## src/rtl/stripe_sequencer_if.sv

```systemverilog
// Bus bundle between stripe_sequencer and its gene memories, PE array and result consumer.
// master = sequencer side, slave = environment side.
interface stripe_sequencer_if #(
  parameter int unsigned SEQ_LEN    = 1024,
  parameter int unsigned PE_NUM     = 64,
  parameter int unsigned NUM_STRIPE = 16,
  parameter int unsigned SCORE_W    = 14
);
  localparam int unsigned AW = $clog2(SEQ_LEN);
  localparam int unsigned SW = $clog2(NUM_STRIPE);

  logic                  i_go;
  logic                  o_busy;
  logic                  o_done;
  logic                  o_error;
  logic [AW-1:0]         o_a_addr;
  logic [1:0]            i_a_data;
  logic [SW-1:0]         o_b_addr;
  logic [2*PE_NUM-1:0]   i_b_data;
  logic                  o_pe_start;
  logic [1:0]            o_pe_A;
  logic [2*PE_NUM-1:0]   o_pe_B;
  logic                  i_stripe_end;
  logic [AW-1:0]         i_start_pos;
  logic [AW-1:0]         i_end_pos;
  logic [SCORE_W-1:0]    i_max_score;
  logic                  o_res_valid;
  logic                  i_res_ready;
  logic [SW-1:0]         o_res_stripe;
  logic [AW-1:0]         o_res_start;
  logic [AW:0]           o_res_end;
  logic [SCORE_W-1:0]    o_res_max;

  modport master (
    input  i_go, i_a_data, i_b_data, i_stripe_end, i_start_pos, i_end_pos, i_max_score, i_res_ready,
    output o_busy, o_done, o_error, o_a_addr, o_b_addr, o_pe_start, o_pe_A, o_pe_B,
           o_res_valid, o_res_stripe, o_res_start, o_res_end, o_res_max
  );

  modport slave (
    output i_go, i_a_data, i_b_data, i_stripe_end, i_start_pos, i_end_pos, i_max_score, i_res_ready,
    input  o_busy, o_done, o_error, o_a_addr, o_b_addr, o_pe_start, o_pe_A, o_pe_B,
           o_res_valid, o_res_stripe, o_res_start, o_res_end, o_res_max
  );
endinterface

```

## src/rtl/stripe_sequencer.sv

```systemverilog
// Drives a banded alignment run through the PE array stripe by stripe: loads B word, streams A,
// waits for stripe-end, publishes the stripe result and advances the running start position.
module stripe_sequencer #(
  parameter int unsigned SEQ_LEN    = 1024,
  parameter int unsigned PE_NUM     = 64,
  parameter int unsigned NUM_STRIPE = 16,
  parameter int unsigned SCORE_W    = 14,
  parameter int unsigned DRAIN_MAX  = 1024
) (
  input  logic                i_clk,
  input  logic                i_rst,
  stripe_sequencer_if.master  bus
);
  localparam int unsigned AW = $clog2(SEQ_LEN);
  localparam int unsigned SW = $clog2(NUM_STRIPE);
  localparam int unsigned BW = 2 * PE_NUM;
  localparam int unsigned CW = $clog2(DRAIN_MAX + 1);

  localparam logic [AW-1:0] LAST_ADDR   = AW'(SEQ_LEN - 1);
  localparam logic [AW:0]   LAST_SUM    = (AW+1)'(SEQ_LEN - 1);
  localparam logic [SW-1:0] LAST_STRIPE = SW'(NUM_STRIPE - 1);
  localparam logic [CW-1:0] DRAIN_LAST  = CW'(DRAIN_MAX - 1);

  typedef enum logic [2:0] {
    S_IDLE, S_LOADB, S_WAITB, S_STREAM, S_DRAIN, S_REPORT, S_DONE
  } state_t;

  state_t              state;
  logic [AW-1:0]       start_reg;
  logic [AW-1:0]       ptr;
  logic [AW-1:0]       spos_q;
  logic [SW-1:0]       stripe;
  logic [BW-1:0]       b_q;
  logic [CW-1:0]       drain_cnt;
  logic                a_vld_q;
  logic                busy_q;
  logic                done_q;
  logic                error_q;
  logic                res_valid_q;
  logic [AW:0]         res_end_q;
  logic [SCORE_W-1:0]  res_max_q;
  logic                stripe_end_act;
  logic [AW:0]         next_start;

  assign stripe_end_act = bus.i_stripe_end && (state == S_STREAM || state == S_DRAIN);
  assign next_start     = {1'b0, start_reg} + {1'b0, spos_q};

  always_ff @(posedge i_clk or negedge i_rst) begin
    if (!i_rst) begin
      state       <= S_IDLE;
      start_reg   <= '0;
      ptr         <= '0;
      spos_q      <= '0;
      stripe      <= '0;
      b_q         <= '0;
      drain_cnt   <= '0;
      a_vld_q     <= 1'b0;
      busy_q      <= 1'b0;
      done_q      <= 1'b0;
      error_q     <= 1'b0;
      res_valid_q <= 1'b0;
      res_end_q   <= '0;
      res_max_q   <= '0;
    end else begin
      done_q <= 1'b0;
      // Stripe-end wins over streaming/drain bookkeeping; the read still in flight is dropped.
      if (stripe_end_act) begin
        spos_q      <= bus.i_start_pos;
        res_end_q   <= {1'b0, bus.i_end_pos} + {1'b0, start_reg};
        res_max_q   <= bus.i_max_score;
        a_vld_q     <= 1'b0;
        res_valid_q <= 1'b1;
        state       <= S_REPORT;
      end else begin
        unique case (state)
          S_IDLE: begin
            if (bus.i_go) begin
              busy_q    <= 1'b1;
              error_q   <= 1'b0;
              stripe    <= '0;
              start_reg <= '0;
              state     <= S_LOADB;
            end
          end
          S_LOADB: state <= S_WAITB;
          S_WAITB: begin
            b_q   <= bus.i_b_data;
            ptr   <= start_reg;
            state <= S_STREAM;
          end
          S_STREAM: begin
            a_vld_q <= 1'b1;
            if (ptr == LAST_ADDR) begin
              drain_cnt <= '0;
              state     <= S_DRAIN;
            end else begin
              ptr <= ptr + 1'b1;
            end
          end
          // The base read at the last address lands in the first drain cycle; a_vld_q delivers it.
          S_DRAIN: begin
            a_vld_q <= 1'b0;
            if (drain_cnt == DRAIN_LAST) begin
              error_q <= 1'b1;
              done_q  <= 1'b1;
              state   <= S_DONE;
            end else begin
              drain_cnt <= drain_cnt + 1'b1;
            end
          end
          S_REPORT: begin
            if (bus.i_res_ready) begin
              res_valid_q <= 1'b0;
              start_reg   <= (next_start > LAST_SUM) ? LAST_ADDR : next_start[AW-1:0];
              if (stripe == LAST_STRIPE) begin
                done_q <= 1'b1;
                state  <= S_DONE;
              end else begin
                stripe <= stripe + 1'b1;
                state  <= S_LOADB;
              end
            end
          end
          S_DONE: begin
            busy_q <= 1'b0;
            state  <= S_IDLE;
          end
          default: state <= S_IDLE;
        endcase
      end
    end
  end

  assign bus.o_busy       = busy_q;
  assign bus.o_done       = done_q;
  assign bus.o_error      = error_q;
  assign bus.o_a_addr     = ptr;
  assign bus.o_b_addr     = stripe;
  assign bus.o_pe_start   = a_vld_q && !stripe_end_act;
  assign bus.o_pe_A       = (a_vld_q && !stripe_end_act) ? bus.i_a_data : '0;
  assign bus.o_pe_B       = b_q;
  assign bus.o_res_valid  = res_valid_q;
  assign bus.o_res_stripe = stripe;
  assign bus.o_res_start  = start_reg;
  assign bus.o_res_end    = res_end_q;
  assign bus.o_res_max    = res_max_q;
endmodule

```

## src/flat_wrapper.sv

```systemverilog
// flat-port wrapper written by rule: the top's interface ports become plain ports
module stripe_sequencer_flat 
#(
  parameter int unsigned SEQ_LEN    = 1024,
  parameter int unsigned PE_NUM     = 64,
  parameter int unsigned NUM_STRIPE = 16,
  parameter int unsigned SCORE_W    = 14,
  parameter int unsigned DRAIN_MAX  = 1024
)
  (i_clk, i_rst, bus_i_go, bus_i_a_data, bus_i_b_data, bus_i_stripe_end, bus_i_start_pos, bus_i_end_pos, bus_i_max_score, bus_i_res_ready, bus_o_busy, bus_o_done, bus_o_error, bus_o_a_addr, bus_o_b_addr, bus_o_pe_start, bus_o_pe_A, bus_o_pe_B, bus_o_res_valid, bus_o_res_stripe, bus_o_res_start, bus_o_res_end, bus_o_res_max);
  stripe_sequencer_if #(.SEQ_LEN(SEQ_LEN), .PE_NUM(PE_NUM), .NUM_STRIPE(NUM_STRIPE), .SCORE_W(SCORE_W)) bus_i ();
  input  logic i_clk;
  input  logic i_rst;
  input wire logic [$bits(bus_i.i_go)-1:0] bus_i_go;
  input wire logic [$bits(bus_i.i_a_data)-1:0] bus_i_a_data;
  input wire logic [$bits(bus_i.i_b_data)-1:0] bus_i_b_data;
  input wire logic [$bits(bus_i.i_stripe_end)-1:0] bus_i_stripe_end;
  input wire logic [$bits(bus_i.i_start_pos)-1:0] bus_i_start_pos;
  input wire logic [$bits(bus_i.i_end_pos)-1:0] bus_i_end_pos;
  input wire logic [$bits(bus_i.i_max_score)-1:0] bus_i_max_score;
  input wire logic [$bits(bus_i.i_res_ready)-1:0] bus_i_res_ready;
  output wire logic [$bits(bus_i.o_busy)-1:0] bus_o_busy;
  output wire logic [$bits(bus_i.o_done)-1:0] bus_o_done;
  output wire logic [$bits(bus_i.o_error)-1:0] bus_o_error;
  output wire logic [$bits(bus_i.o_a_addr)-1:0] bus_o_a_addr;
  output wire logic [$bits(bus_i.o_b_addr)-1:0] bus_o_b_addr;
  output wire logic [$bits(bus_i.o_pe_start)-1:0] bus_o_pe_start;
  output wire logic [$bits(bus_i.o_pe_A)-1:0] bus_o_pe_A;
  output wire logic [$bits(bus_i.o_pe_B)-1:0] bus_o_pe_B;
  output wire logic [$bits(bus_i.o_res_valid)-1:0] bus_o_res_valid;
  output wire logic [$bits(bus_i.o_res_stripe)-1:0] bus_o_res_stripe;
  output wire logic [$bits(bus_i.o_res_start)-1:0] bus_o_res_start;
  output wire logic [$bits(bus_i.o_res_end)-1:0] bus_o_res_end;
  output wire logic [$bits(bus_i.o_res_max)-1:0] bus_o_res_max;
  assign bus_i.i_go = bus_i_go;
  assign bus_i.i_a_data = bus_i_a_data;
  assign bus_i.i_b_data = bus_i_b_data;
  assign bus_i.i_stripe_end = bus_i_stripe_end;
  assign bus_i.i_start_pos = bus_i_start_pos;
  assign bus_i.i_end_pos = bus_i_end_pos;
  assign bus_i.i_max_score = bus_i_max_score;
  assign bus_i.i_res_ready = bus_i_res_ready;
  assign bus_o_busy = bus_i.o_busy;
  assign bus_o_done = bus_i.o_done;
  assign bus_o_error = bus_i.o_error;
  assign bus_o_a_addr = bus_i.o_a_addr;
  assign bus_o_b_addr = bus_i.o_b_addr;
  assign bus_o_pe_start = bus_i.o_pe_start;
  assign bus_o_pe_A = bus_i.o_pe_A;
  assign bus_o_pe_B = bus_i.o_pe_B;
  assign bus_o_res_valid = bus_i.o_res_valid;
  assign bus_o_res_stripe = bus_i.o_res_stripe;
  assign bus_o_res_start = bus_i.o_res_start;
  assign bus_o_res_end = bus_i.o_res_end;
  assign bus_o_res_max = bus_i.o_res_max;
  stripe_sequencer #(.SEQ_LEN(SEQ_LEN), .PE_NUM(PE_NUM), .NUM_STRIPE(NUM_STRIPE), .SCORE_W(SCORE_W), .DRAIN_MAX(DRAIN_MAX)) u_core (.i_clk(i_clk), .i_rst(i_rst), .bus(bus_i));
endmodule
```

## config.mk

```make
export PLATFORM = sky130hd
export DESIGN_NAME = stripe_sequencer_flat
export DESIGN_NICKNAME = d
export VERILOG_FILES = /design/src/rtl/stripe_sequencer_if.sv /design/src/rtl/stripe_sequencer.sv /design/src/flat_wrapper.sv
export SDC_FILE = /design/constraint.sdc
export NUM_CORES = 1
export LEC_CHECK = 0
export CAP_MARGIN = 20
export CORE_UTILIZATION = 42
export CTS_BUF_LIST = sky130_fd_sc_hd__clkbuf_16
export CTS_CLUSTER_DIAMETER = 40
export CTS_CLUSTER_SIZE = 40
export DETAILED_ROUTE_END_ITERATION = 8
export GPL_TIMING_DRIVEN = 0
export HOLD_SLACK_MARGIN = 0.02
export PLACE_DENSITY = 0.77
export SYNTH_ARGS = -nofsm -noshare
export SYNTH_HDL_FRONTEND = slang
export SYNTH_SLANG_ARGS = --single-unit
```

## constraint.sdc

```tcl
create_clock -name i_clk -period 4.72 [get_ports i_clk]
set_input_delay 1.18 -clock i_clk [delete_from_list [all_inputs] [get_ports i_clk]]
set_output_delay 1.18 -clock i_clk [all_outputs]
set_load 0.03 [all_outputs]
```

== Yosys cells after proc, flatten, opt, wreduce, memory -nomap -nowiden ==
Index checks and enable logic that the tools add are counted.

* Register bits after elaboration: 206
* Output and inout port bits: 188
* Word-level logic and storage cells: 99

* $add $sub $neg: 5
* $lt $le $gt $ge: 1
* Eq/ne operators: 20
* Mux-type cells: 36
* Bitwise logic cells: 1
* Reductions and logical operators: 22

{| class="wikitable"
|+ Operators with widths
! operator !! number
|-
| 10-bit 2-to-1 mux || 4
|-
| 10-bit case mux with 2 select lines || 2
|-
| 10-bit by 10-bit adder with 11-bit output || 2
|-
| 11-bit 2-to-1 mux || 2
|-
| 11-bit case mux with 2 select lines || 1
|-
| 3-bit 2-to-1 mux || 6
|-
| 3-bit case mux with 6 select lines || 1
|-
| 4-bit AND reduction || 4
|-
| 2-bit inequality test, second input constant || 7
|-
| 2-bit nonzero test || 7
|-
| 4-bit 2-to-1 mux || 3
|-
| 3-bit by 2-bit inequality test with 1-bit output, second input constant || 4
|-
| 11-bit by 1-bit adder with 11-bit output, second input constant || 1
|-
| 11-bit by 10-bit == test with 1-bit output, second input constant || 1
|-
| 11-bit by 10-bit greater-than comparator with 1-bit output, second input constant || 1
|-
| 1-bit 2-to-1 mux || 11
|-
| 10-bit by 1-bit adder with 10-bit output, second input constant || 1
|-
| 10-bit == test, second input constant || 1
|-
| 3-bit == test, second input constant || 3
|-
| 1-bit case mux with 2 select lines || 4
|-
| 4-bit case mux with 2 select lines || 1
|-
| 3-bit by 2-bit == test with 1-bit output, second input constant || 2
|-
| 3-bit AND reduction || 2
|-
| 5-bit AND reduction || 1
|-
| other kinds (11) || 13
|}

== Logic depth before layout (Yosys ltp) ==
Gate-level depths: netlist of the first run.

* Depth in word-level cells: 6
* Depth in mapped cells: 8

== Worst setup path before layout of the first run ==
Ideal clock, no wire load.

* Path type: input -> output
* From: input port bus_i_stripe_end
* To: output port bus_o_pe_A[0]
* Arrival: 2173 ps
* Setup slack: 1367 ps
* Stages on the path: 5
* Path buffers: 3
* Cell sequence: clkbuf_1 o21ai_2 buf_6 clkbuf_1 and3_1

* Longest elaborated chain between the ends: 4

{| class="wikitable"
|+ Ends and longest elaborated chain
! item !! line !! source
|-
| start, declared || flat_wrapper.sv:17 || <nowiki>input wire logic [$bits(bus_i.i_stripe_end)-1:0] bus_i_stripe_end;</nowiki>
|-
| 1-bit logical AND || stripe_sequencer.sv:45 || <nowiki>assign stripe_end_act = bus.i_stripe_end && (state == S_STREAM || state == S_DRAIN);</nowiki>
|-
| 1-bit zero test || stripe_sequencer.sv:140 || <nowiki>assign bus.o_pe_A = (a_vld_q && !stripe_end_act) ? bus.i_a_data : '0;</nowiki>
|-
| 1-bit logical AND || stripe_sequencer.sv:140 ||
|-
| 2-bit 2-to-1 mux || stripe_sequencer.sv:140 ||
|-
| end, declared || flat_wrapper.sv:28 || <nowiki>output wire logic [$bits(bus_i.o_pe_A)-1:0] bus_o_pe_A;</nowiki>
|}

No other way between the ends.

== Worst setup path after layout of the first run ==
Same ends and word-level chain as after synthesis.

==> out/metrics.yaml, run 1 <==
netlist.top_cell.by_area: "sky130_fd_sc_hd__dfrtp_1"
post_route_cells_drive_above_1_share_pct: 7.799
synth.net_count: 1213
timing.critical_path.to_type: "output pin"
async_reset_ff_share_pct: 100.0
maxSlewHeadroom_pct: 49.67
status: "finished, final reports clean"
drv_slew: 0
worst_path_largest_cell_delay_ns: 0.59
finalHoldViolCount: 0
placed_cell_area_sq_mm: 0.01331
dp_hpwl_mm: 21.90
synth_enable_flop_cells: 0
die-width_um: 151.4
layout.filler_cells: 1725
worst_ep_required_time_ns: 3.54
most_frequent_cells_in_the_layout: "sky130_fd_sc_hd__nand2_1, sky130_fd_sc_hd__clkdlybuf4s50_1, sky130_fd_sc_hd__dfrtp_1"
stdcell_count: 1716
tritoncts_clock_tree: "built"
initial_cell_density_of_the_core_pct: 42.94
met3RoutedLength_mm: 2.351
rsz0062_at_grt: "false"
setup-violations-final: 0
yosys_warnings: 0
clk_root_buffer_cell: "sky130_fd_sc_hd__clkbuf_16"
clock_tree.buffer_depth: 3
synth.top_cell.area_share_pct: 55.01
postCtsSetupRepairBufs: 0
timing.max_cap.violations: 0
number_of_global_route_vias_before_repair: 8627
timing.critical_path.cells: "clkdlybuf4s50_1, clkbuf_1, o21ai_2, buf_6, and3_1, clkdlybuf4s50_1"
worst_setup_hold_path_clk_slew_ns: 0.05
cts_sinks: 206
syn_avg_cell_area_sq_um: 9.197
setup.worst_path.class: "input pin to output pin"
synth-seq-area-share_pct: 55.01
synth_cells: 1019
worstSetupStartpointType: "input pin"
drt-wirelength-per-cell_um: 17.30
footprint_of_the_flip_flops_and_latches_sq_mm: 0.005155
ys_ff_latch: 206
worst_clock_skew_ns: 0.01245
synth.area.top_cells: "sky130_fd_sc_hd__dfrtp_1, sky130_fd_sc_hd__nand2_1, sky130_fd_sc_hd__mux2_2"
critical_path_peak_fanout: 19
die-height_um: 151.4
wirelength_met1_mm: 11.50
route.antenna.remaining_nets: 0
fin_hold_ws_ns: 0.4688
antenna_found_initial: 1
dr_total_vias: 8828
multiInputGateArea_sq_mm: 0.003918
yosys_most_used_dff: "sky130_fd_sc_hd__dfrtp_1"
antennaDiodeCount: 0
route.final.wire_length_mm: 29.69
die_area_sq_mm: 0.02291
crit_path_frequent_cell: "sky130_fd_sc_hd__clkdlybuf4s50_1"
first_pass_grt_wire_length_mm: 45.37
groute.usage.overall_pct: 25.73
powerDensity_mw_per_mm2: 798.7
p_leak_nw: 6.779
fmax_mhz: 227.9
irDropWorstVdd_uv: 498.5
vias_per_cell: 5.145
synth.lib_cells_used.distinct: 66
overall_power_after_layout_mw: 11.62
pin_count_of_the_biggest_net_entering_global_routing: 112
nets_final: 1605
syn_area_sq_mm: 0.009371
initial_drt_markers: 385
finalCritPeriodShare_pct: 92.96
port-buffer-count: 355
slowest_cell_on_crit_path: "sky130_fd_sc_hd__clkdlybuf4s50_1"
dp.cells: 1655
top_level_ports: 357
wl_met2_mm: 14.77
layout_min_cycle_time_ns: 4.388
gpl.final_weighted_congestion: 0.8707
grt.overflow.total: 0
timing.critical_path.arrival_ns: 3.21
worstSkewPairLatency_ns: 0.50
drt_first_pass_iters: 5
layout.cells.most_common: "sky130_fd_sc_hd__nand2_1"
route.detailed.drc: 0
placement_rows: 54
post_cts_resized: 0
core_region_area_sq_mm: 0.02182
post_cts_hold_buffer_count: 0
final_design_area_no_fill_sq_mm: 0.01454
worstHoldPathType: "register to register"
post-route-util_pct: 66.64
worst_slew_pin_slew_ns: 0.7550
top_layer: "met5"
htreeDepth: 2
area.growth.synth_to_final_pct: 55.18
numCtsBuffers: 35
path summary, 6_finish.rpt:
kind | startpoint | endpoint | slack, ns | cells after the start
hold / removal | u_core.bus.o_pe_B[77] | u_core.bus.o_pe_B[77] | 0.47 | 2
hold reg to reg | u_core.bus.o_pe_B[77] | u_core.bus.o_pe_B[77] | 0.47 | 2
min in group asynchronous | i_rst | u_core.bus.o_res_end[5] | 0.68 | 1
setup reg to reg | u_core.state[2] | u_core.bus.o_pe_B[83] | 2.20 | 8
max in group asynchronous | i_rst | u_core.bus.o_pe_B[64] | 3.04 | 2
setup / recovery | bus_i_stripe_end | bus_o_pe_A[0] | 0.33 | 6
Yosys cell counts (7+ instances only):
cell / n
sky130_fd_sc_hd__a21o_1: 7
sky130_fd_sc_hd__a21oi_1: 24
sky130_fd_sc_hd__a22o_1: 8
sky130_fd_sc_hd__a31oi_1: 11
sky130_fd_sc_hd__and3_1: 7
sky130_fd_sc_hd__buf_2: 11
sky130_fd_sc_hd__clkbuf_1: 35
sky130_fd_sc_hd__dfrtp_1: 206
sky130_fd_sc_hd__ha_1: 23
sky130_fd_sc_hd__inv_1: 15
sky130_fd_sc_hd__mux2_2: 26
sky130_fd_sc_hd__nand2_1: 426
sky130_fd_sc_hd__nand3_1: 25
sky130_fd_sc_hd__nand4_1: 8
sky130_fd_sc_hd__nor2_1: 22
sky130_fd_sc_hd__nor2b_1: 7
sky130_fd_sc_hd__nor3_1: 12
sky130_fd_sc_hd__o21a_1: 8
sky130_fd_sc_hd__o21ai_0: 41
sky130_fd_sc_hd__xor2_1: 7
layer usage:
metal,track usage (%),vias up
li1,-,4195
met1,30.88,4202
met2,43.47,353
met3,6.596,76
met4,11.20,2
met5,0,-
sequential cells by signal, indices dropped and copies added, names as in the netlist:
signal	count
u_core.bus.o_a_addr	10
u_core.bus.o_done	1
u_core.bus.o_res_start	10
u_core.drain_cnt	11
u_core.bus.o_res_end	11
u_core.bus.o_error	1
u_core.bus.o_b_addr	4
u_core.bus.o_pe_B	128
u_core.state	3
u_core.bus.o_res_valid	1
u_core.spos_q	10
u_core.bus.o_busy	1
u_core.a_vld_q	1
u_core.bus.o_res_max	14
critical path: cells and delay by family:
family                 cells  cell delay, ns
AO/OA/AOI/OAI              1            0.16
buffers and inverters      4            1.68
AND/OR/NAND/NOR            1            0.19
power by group:
part	switching, mW	total [mW]	internal [mW]
combinational	3.50	5.81	2.31
clock	0.936	2.66	1.73
sequential	0.554	3.14	2.59
area by class of cell:
class / instances / area share (%)
repair buffers: 356 / 24.66
plain buffers: 53 / 1.643
flip-flops and latches: 206 / 35.45
multi-input cells: 744 / 26.94
clock buffers: 37 / 6.367
clock inverters: 25 / 2.151
well taps: 280 / 2.409
inverters: 15 / 0.3872
stage by stage:
stage                TNS, ns  worst slack [ns]
finish                     0            0.3325
global placement    -1301.47            -6.336
detailed placement         0           0.02848
floorplan                  0             1.367
global route               0            0.2546
CTS                        0           0.01748
logic make-up after synthesis:
| logic type | share of synthesized area (%) |
|---|---|
| and+or+nand+nor | 23.48 |
| DFF | 55.01 |
| AOI/OAI and AO/OA | 10.51 |
| buffers and inverters | 3.191 |
| muxes | 3.658 |
| adders and majority gates | 3.498 |
| xor gates and xnor gates | 0.6542 |
No activity file was read; power rests on OpenSTA's default activity.
==> run 2, diff against run 1 <==
CAP_MARGIN = not set   (was 20)
CORE_UTILIZATION = 30   (was 42)
PLACE_DENSITY = not set   (was 0.77)
==> run 2 against run 1 <==
  * Die area is 39% higher
  * Sequential power about the same
  * First-iteration DRC count rose by 15%
  * Register-to-register slack about the same
  * Critical path depth is the same
  * Via count down 2.2%
  * Combinational power barely moved
  * Largest cell class unchanged
==> out/metrics.yaml, run 2 (same netlist as run 1, synthesis figures left out) <==
status: "finished, final reports clean"  # unchanged
die_area_sq_mm: 0.03195  # was 0.02291 sq mm
number_of_global_route_vias_before_repair: 8539  # was 8627
cts_sinks: 206  # unchanged
nets_final: 1611  # was 1605
dr_total_vias: 8635  # was 8828
post_route_cells_drive_above_1_share_pct: 8.155  # was 7.799%
core_region_area_sq_mm: 0.03067  # was 0.02182 sq mm
worst_ep_required_time_ns: 3.54  # about the same
clk_root_buffer_cell: "sky130_fd_sc_hd__clkbuf_16"  # unchanged
worstHoldPathType: "register to register"  # unchanged
drt_first_pass_iters: 5  # unchanged
regToRegEndpoint: "u_core.bus.o_pe_B[47]"  # was u_core.bus.o_pe_B[83]
route.detailed.drc: 0  # unchanged
powerDensity_mw_per_mm2: 787.3  # was 798.7 mW/mm^2
stdcell_count: 1843  # was 1716
top_level_ports: 357  # unchanged
worst_min_delay_path_endpoint: "u_core.bus.o_pe_B[49]"  # was u_core.bus.o_pe_B[77]
final_design_area_no_fill_sq_mm: 0.01475  # was 0.01454 sq mm
vias_per_cell: 4.685  # was 5.145
critical_path.reg2reg.startpoint: "u_core.state[2]"  # unchanged
finalCritPeriodShare_pct: 93.37  # was 92.96%
p_leak_nw: 6.817  # was 6.779 nW
rsz0062_at_grt: "false"  # unchanged
worst_slew_pin_slew_ns: 0.7999  # was 0.7550 ns
finalHoldViolCount: 0  # unchanged
placement_rows: 64  # was 54
number_of_instances_on_the_worst_hold_path: 2  # unchanged
critical_path_peak_fanout: 19  # unchanged
initial_drt_markers: 441  # was 385
pin_count_of_the_biggest_net_entering_global_routing: 87  # was 112
timing.critical_path.to_type: "output pin"  # unchanged
worst_clock_skew_ns: 0.02180  # was 0.01245 ns
grt.overflow.total: 0  # unchanged
r2r.worst_path.cells: 8  # unchanged
antennaDiodeCount: 0  # unchanged
first_pass_grt_wire_length_mm: 47.25  # was 45.37 mm
layout.filler_cells: 2945  # was 1725
worstSetupStartpointType: "input pin"  # unchanged
dp.cells: 1772  # was 1655
dp_hpwl_mm: 22.85  # was 21.90 mm
initial_cell_density_of_the_core_pct: 30.56  # was 42.94%
reg2reg_slack_ns: 2.19  # was 2.20 ns
layout_min_cycle_time_ns: 4.407  # was 4.388 ns
drv_slew: 0  # unchanged
antenna_found_initial: 1  # unchanged
largest_reg_flops: 128  # unchanged
port-buffer-count: 355  # unchanged
multiInputGateArea_sq_mm: 0.003918  # unchanged
die-height_um: 178.7  # was 151.4 um
htreeDepth: 2  # unchanged
holdCritStartpoint: "u_core.bus.o_pe_B[49]"  # was u_core.bus.o_pe_B[77]
setup-violations-final: 0  # unchanged
timing.max_cap.violations: 0  # unchanged
layout.cells.most_common: "sky130_fd_sc_hd__nand2_1"  # unchanged
post_cts_resized: 0  # unchanged
timing.critical_path.arrival_ns: 3.23  # was 3.21 ns
footprint_of_the_flip_flops_and_latches_sq_mm: 0.005155  # unchanged
fmax_mhz: 226.9  # was 227.9 MHz
route.antenna.remaining_nets: 0  # unchanged
setup.worst_path.class: "input pin to output pin"  # unchanged
drt-wirelength-per-cell_um: 16.85  # was 17.30 um
post_cts_hold_buffer_count: 0  # unchanged
die-width_um: 178.7  # was 151.4 um
gpl.final_weighted_congestion: 0.8397  # was 0.8707
clock_tree.buffer_depth: 3  # unchanged
irDropWorstVdd_uv: 500.9  # was 498.5 uV
post-route-util_pct: 48.09  # was 66.64%
route.final.wire_length_mm: 31.05  # was 29.69 mm
worstSkewPairLatency_ns: 0.52  # was 0.50 ns
maxSlewHeadroom_pct: 46.67  # was 49.67%
numCtsBuffers: 40  # was 35
most_frequent_cells_in_the_layout: "sky130_fd_sc_hd__nand2_1, sky130_fd_sc_hd__clkdlybuf4s50_1, sky130_fd_sc_hd__dfrtp_1"  # unchanged
groute.usage.overall_pct: 19.10  # was 25.73%
area.growth.synth_to_final_pct: 57.40  # was 55.18%
worst_setup_hold_path_clk_slew_ns: 0.04  # was 0.05 ns
postCtsSetupRepairBufs: 0  # unchanged
tritoncts_clock_tree: "built"  # unchanged
placed_cell_area_sq_mm: 0.01348  # was 0.01331 sq mm
==> run 2: cell types whose count changed in the layout (fill, tap and decap cells not counted) <==
cell and change:
sky130_fd_sc_hd__inv_8 -5, sky130_fd_sc_hd__clkbuf_16 +4, sky130_fd_sc_hd__clkinv_2 +4, sky130_fd_sc_hd__bufinv_16 -3
sky130_fd_sc_hd__clkinv_1 +3, sky130_fd_sc_hd__inv_6 +3, sky130_fd_sc_hd__inv_1 +2, sky130_fd_sc_hd__buf_16 +1
sky130_fd_sc_hd__clkinv_4 +1, sky130_fd_sc_hd__clkinvlp_4 +1
==> run 2: metrics by stage <==
step	hold WS [ns]	setup TNS, ns	setup WS [ns]	power (mW)
2_1_floorplan	0.4640	0	1.367	6.516
3_3_place_gp	0.4561	-1416.48	-6.894	8.919
3_5_place_dp	0.4609	-0.002645	-0.002645	8.988
4_1_cts	0.4734	0	0.2998	11.75
5_1_grt	0.4807	0	0.1877	12.36
6_report	0.4677	0	0.3131	11.61
==> run 2: per-layer routing <==
metal	part of all wire [%]	wire length, um	GRT usage, %	vias to the layer above
met1	42	13110	24.40	4038
met5	0.035	11	0	-
met3	8.2	2551	5.916	61
met4	3.1	957	7.062	2
met2	46	14420	30.23	316
li1	-	-	-	4218
==> run 2: worst max-delay path by stage <==
| stage | from | endpoint | depth (start not counted) |
|---|---|---|---|
| after floorplan | bus_i_stripe_end | bus_o_pe_A[0] | 5 |
| after global placement | i_rst | u_core.bus.o_pe_B[53] | 1 |
| after detailed placement | bus_i_stripe_end | bus_o_pe_A[1] | 7 |
| after CTS | bus_i_stripe_end | bus_o_pe_A[1] | 6 |
| after global routing | bus_i_stripe_end | bus_o_pe_A[0] | 6 |
| final | bus_i_stripe_end | bus_o_pe_A[1] | 6 |
==> run 2: area by class of cell <==
cell class / instances / area share [%]
Sequential cell: 206 / 34.95
Multi-Input combinational cell: 744 / 26.56
Timing Repair Buffer: 357 / 24.50
Clock buffer: 41 / 6.956
Tap cell: 396 / 3.359
Clock inverter: 31 / 1.680
Buffer: 53 / 1.620
Inverter: 15 / 0.3817
==> run 2: worst max-delay path, stage by stage <==
cell                              delay (ns)
sky130_fd_sc_hd__clkdlybuf4s50_1        0.52
sky130_fd_sc_hd__clkbuf_1               0.37
sky130_fd_sc_hd__o21ai_2                0.17
sky130_fd_sc_hd__buf_6                  0.20
sky130_fd_sc_hd__and3_1                 0.18
sky130_fd_sc_hd__clkdlybuf4s50_1        0.59
==> run 2: where the power goes <==
part	switching (mW)	leakage [nW]	internal [mW]
Combinational	3.47	3.63	2.31
Clock	0.977	0.632	1.70
Sequential	0.559	2.56	2.59
Total	5.01	6.82	6.60
